==> src/rtl/if_stage.sv <==
// Instruction-fetch stage: sequential PC generation, one-cycle registered
// instruction memory interface, redirect handling and misaligned-target trap.
module if_stage #(
    parameter logic [31:0] RESET_PC = 32'h0000_0000,
    parameter int          IM_AW    = 11
) (
    input  logic             cpu_clk_50M,
    input  logic             cpu_rst_n,
    input  logic             stall,
    input  logic             redirect,
    input  logic [31:0]      redirect_pc,
    output logic [IM_AW-1:0] imaddr,
    output logic             imce,
    input  logic [31:0]      inst,
    output logic [31:0]      id_pc,
    output logic [31:0]      id_inst,
    output logic             id_valid,
    output logic             id_exc
);

    typedef enum logic {
        ST_RUN  = 1'b0,
        ST_HALT = 1'b1
    } state_t;

    state_t      r_state;
    state_t      w_state_nxt;
    logic [31:0] r_pc;
    logic [31:0] w_pc_nxt;
    logic [31:0] r_req_pc;
    logic [31:0] w_req_pc_nxt;
    logic        r_req_valid;
    logic        w_req_valid_nxt;
    logic        r_exc;
    logic        w_exc_nxt;
    logic        w_fetch;

    // State register: reset forces RUN with an empty request slot.
    always_ff @(posedge cpu_clk_50M or negedge cpu_rst_n) begin
        if (!cpu_rst_n) begin
            r_state     <= ST_RUN;
            r_pc        <= RESET_PC;
            r_req_pc    <= 32'h0000_0000;
            r_req_valid <= 1'b0;
            r_exc       <= 1'b0;
        end else begin
            r_state     <= w_state_nxt;
            r_pc        <= w_pc_nxt;
            r_req_pc    <= w_req_pc_nxt;
            r_req_valid <= w_req_valid_nxt;
            r_exc       <= w_exc_nxt;
        end
    end

    // Next-state logic: redirect outranks stall; a misaligned target parks in HALT.
    always_comb begin
        w_state_nxt     = r_state;
        w_pc_nxt        = r_pc;
        w_req_pc_nxt    = r_req_pc;
        w_req_valid_nxt = r_req_valid;
        w_exc_nxt       = r_exc;
        w_fetch         = 1'b0;
        if (redirect) begin
            w_req_valid_nxt = 1'b0;
            w_exc_nxt       = 1'b0;
            if (redirect_pc[1:0] == 2'b00) begin
                w_pc_nxt    = redirect_pc;
                w_state_nxt = ST_RUN;
            end else begin
                w_req_pc_nxt    = redirect_pc;
                w_req_valid_nxt = 1'b1;
                w_exc_nxt       = 1'b1;
                w_state_nxt     = ST_HALT;
            end
        end else begin
            case (r_state)
                ST_RUN: begin
                    if (!stall) begin
                        w_fetch         = 1'b1;
                        w_req_pc_nxt    = r_pc;
                        w_req_valid_nxt = 1'b1;
                        w_exc_nxt       = 1'b0;
                        w_pc_nxt        = r_pc + 32'd4;
                    end else begin
                        w_fetch = 1'b0;
                    end
                end
                ST_HALT: begin
                    w_fetch = 1'b0;
                end
                default: begin
                    w_state_nxt = ST_RUN;
                end
            endcase
        end
    end

    // Gating with reset keeps the memory idle while reset is held.
    assign imce     = w_fetch & cpu_rst_n;
    assign imaddr   = r_pc[IM_AW+1:2];
    assign id_valid = r_req_valid;
    assign id_pc    = r_req_pc;
    assign id_exc   = r_exc;
    assign id_inst  = r_exc ? 32'h0000_0000 : inst;

endmodule
==> config.mk <==
export PLATFORM = sky130hd
export DESIGN_NAME = if_stage
export DESIGN_NICKNAME = d
export VERILOG_FILES = /design/src/rtl/if_stage.sv
export SDC_FILE = /design/constraint.sdc
export NUM_CORES = 1
export LEC_CHECK = 0
export BUFFER_PORTS_ARGS = -buffer_cell sky130_fd_sc_hd__buf_2
export CAP_MARGIN = 10
export CORE_UTILIZATION = 40
export CTS_CLUSTER_SIZE = 40
export DETAILED_ROUTE_END_ITERATION = 10
export PLACE_DENSITY = 0.64
export SKIP_CTS_REPAIR_TIMING = 1
export SLEW_MARGIN = 20
export SYNTH_ARGS = -nofsm -noshare
export SYNTH_HDL_FRONTEND = slang
export SYNTH_SLANG_ARGS = --single-unit
export TNS_END_PERCENT = 30
==> constraint.sdc <==
create_clock -name cpu_clk_50M -period 6.39 [get_ports cpu_clk_50M]
set_clock_uncertainty 0.2 [all_clocks]
set_input_delay 0 -clock cpu_clk_50M [delete_from_list [all_inputs] [get_ports cpu_clk_50M]]
set_output_delay 0 -clock cpu_clk_50M [all_outputs]
set_load 0.05 [all_outputs]
==> impl_metrics.yaml <==
run_status:
  status: "completed"
setup_path:
  cp_slowest_cell: "nand2_1"
  critPathKind: "in2reg"
  worstPathMaxFanout: 53
  path_buf_inv: 4
  crit_path_start_kind: "primary input"
  cp-endpoint: "r_pc[30]$_DFFE_PN0P_"
  end_kind: "flip-flop"
  crit_family: "buffers and inverters"
  r2r_slack_ns: 3.50
  rr_startpoint: "r_state$_DFFE_PN0P_"
  r2r_end: "r_pc[30]$_DFFE_PN0P_"
  cp.arrival_ns: 3.78
  cp-startpoint: "redirect"
  crit_path_max_incr_delay_ns: 0.68
  cp.required_ns: 6.42
  rr_worst_depth: 5
  cp_num_cells: 8
  crit_chain: "dlygate4sd3_1 > buf_4 > buf_4 > or3b_1 > nand2_1 > a21bo_2 > nand4_1 > dlygate4sd3_1"
power:
  peakVddDrop_mv: 0.137
  p_total_w: 0.00160
  leakage_nw: 2.39
  powerDensity_nw_per_um2: 297
floorplan:
  core_um2: 9770
  start_util_pct: 41.4
  rows: 36
  die_area_um2: 10500
  ios: 146
  die_w_um: 103
  fp.dieH_um: 103
hold_path:
  hp-class: "in2async"
timing:
  drv_slew: 0
  rsz0062_at_grt: "false"
  final_hold_viol_count: 0
  period_needed_ns: 3.75
  max-slew-margin-rel_pct: 36.6
  period_share_pct: 58.7
  setup_tns_ns: 0
  max_slew.worst_pin.slew_ns: 0.951
  max_freq_mhz: 266
  finalSetupViolCount: 0
finish:
  finalNetCount: 698
  seq_area_um2: 1680
  drive_above_1_share_pct: 27.1
  fillers: 919
  syn2layout_area_growth_pct: 32.9
  diodes: 0
  multi_input_area_um2: 2130
yosys:
  syn_area_per_cell_um2: 8.49
  async_flop_share_pct: 100
  synth_top_family_by_area: "simple AND/OR/NAND/NOR gates"
  synthAdderAreaFrac_pct: 0.309
  yosys.area_share.simple_pct: 27.8
  syn_nets: 546
  ys_seq_area_share_pct: 41.4
  ys_seq_elements: 67
  synth_compound_area_share_pct: 18.5
  synth_mux_area_share_pct: 5.93
  synth_cells: 477
  synth_flop_cell: "dfrtp_1"
  synth_cell_type_count: 53
  yosysWarnings: 0
  synth_xor_area_share_pct: 0
  synth_edf_count: 0
  synth.cell_area_um2: 4050
detailed_routing:
  wl_per_cell_um: 16.4
  first_iter_violations: 276
  vias_per_cell: 5.56
  routed_wl_um: 12600
  detail-route-antenna-nets: 0
  num_vias: 4264
  dr.pass1.iters: 5
  drc: 0
grt:
  antenna_found_initial: 0
  grt_pass1_vias: 3607
  grt_first_pass_wirelength_um: 18400
  grt_max_degree: 69
  grt_util_all_layers_pct: 23.1
  grt_overflow: 0
place:
  dp_hpwl_um: 8410
  portBuffers: 145
  globalplace.congestion: 0.877
clocking:
  clk_pin_slew_worst_paths_ns: 0.08
  clockBufferDepth: 2
  cts_buffers: 9
  clock_latency_ns: 0.35
  cts_tree: "built"
  root_buffer: "clkbuf_8"
  cts_sinks: 67
  h-tree-depth: 3
job:
  maxCapViolations: 0
==> tightest hold or removal path, stage by stage <==
cell           delay (ns)
dlygate4sd3_1        0.52
buf_2                0.09
buf_4                0.67
==> layer usage <==
metal / up-vias / wire (um) / track usage (%)
li1: 2027 / - / -
met1: 2038 / 5270 / 29.5
met2: 180 / 6280 / 39.3
met3: 19 / 829 / 3.59
met4: 0 / 187 / 8.57
met5: - / 0 / 0
==> cell usage after synthesis (2+ instances only) <==
cell / n / share of area [%]
dfrtp_1: 67 / 41
nor3_1: 20 / 2.5
o2bb2ai_1: 3 / 0.65
clkbuf_1: 26 / 2.4
a311oi_1: 2 / 0.43
nor2_1: 48 / 4.4
buf_2: 6 / 0.74
a21oi_1: 56 / 6.9
nand4_1: 15 / 2.3
nor4_1: 9 / 1.4
o41ai_1: 3 / 0.65
nand3_1: 17 / 2.1
a22oi_1: 2 / 0.37
o31ai_1: 5 / 0.93
or3_1: 8 / 1.2
o41a_1: 3 / 0.83
o21ai_1: 6 / 0.74
a2bb2oi_1: 2 / 0.43
o211ai_1: 2 / 0.37
a31oi_1: 8 / 1.2
o21ai_0: 16 / 2.0
inv_1: 7 / 0.65
a211oi_1: 2 / 0.37
a41o_1: 2 / 0.49
buf_4: 11 / 2.0
nand2_1: 27 / 2.5
or4_4: 2 / 0.56
and2_1: 5 / 0.77
mux2i_1: 24 / 5.9
buf_1: 3 / 0.28
nor2b_1: 40 / 6.2
and3_1: 9 / 1.4
==> layout make-up <==
class | instances | share of cell area, %
Tap cell | 133 | 3.09
Multi-Input combinational cell | 357 | 39.6
Sequential cell | 67 | 31.2
Inverter | 7 | 0.488
Timing Repair Buffer | 187 | 21.2
Clock inverter | 5 | 1.86
Clock buffer | 11 | 2.63
==> where the power goes <==
group	internal, W	switching (W)
registers	0.000495	0.0000877
logic	0.000163	0.000417
clock network	0.000269	0.000170
==> placed cells by master (no fill, tap or decap), drive strengths merged, types with 3 or more instances in the layout <==
cell type	n
clkbuf	11
nor2b	40
nor4	10
nor3	20
mux2i	24
o2bb2ai	3
a21oi	56
o31ai	5
or3	8
a31oi	8
dlygate4sd3	38
o41a	3
or4	3
nand3	18
nand2	27
buf	149
o41ai	3
nand4	16
bufinv	3
inv	7
and3	9
dfrtp	67
nor2	48
and2	5
o21ai	22
==> worst min path at each step <==
stage | startpoint | end | slack (ns) | cells after the start
detailed placement | redirect_pc[15] | r_pc[15]$_DFFE_PN0P_ | 0.07 | 3
CTS | cpu_rst_n | id_pc[2]$_DFFE_PN0P_ | -0.31 | 2
finish | cpu_rst_n | id_pc[4]$_DFFE_PN0P_ | 0.18 | 3
global placement | cpu_rst_n | id_pc[4]$_DFFE_PN0P_ | 0.07 | 2
floorplan | cpu_rst_n | id_exc$_DFFE_PN0P_ | -0.50 | 0
global route | inst[27] | id_inst[27] | 0.21 | 3
==> registers in the layout, summed over array words and instances (netlist names) <==
| name | cells |
|---|---|
| id_exc | 1 |
| id_valid | 1 |
| r_pc | 32 |
| id_pc | 32 |
| r_state | 1 |
==> metrics by stage <==
stage               cell area (um^2)  setup WS [ns]  hold WS [ns]  utilization (%)  cells
floorplan                       4050           4.19        -0.496                -    477
global placement                4750           3.36        0.0655             48.6    713
detailed placement              4750           3.32        0.0748             48.6    713
CTS                             4990           3.67        -0.313             51.1    729
global route                    5380           2.48         0.206             55.1    767
finish                          5380           2.64         0.183             55.1    767
==> cells by family after synthesis <==
logic type | Yosys count
AO/OA/AOI/OAI | 121
flip-flops | 67
buffers and inverters | 53
AND/OR/NAND/NOR | 211
adder cells (fa/ha/maj) | 1
multiplexers | 24
No activity file was read; power rests on OpenSTA's default activity.
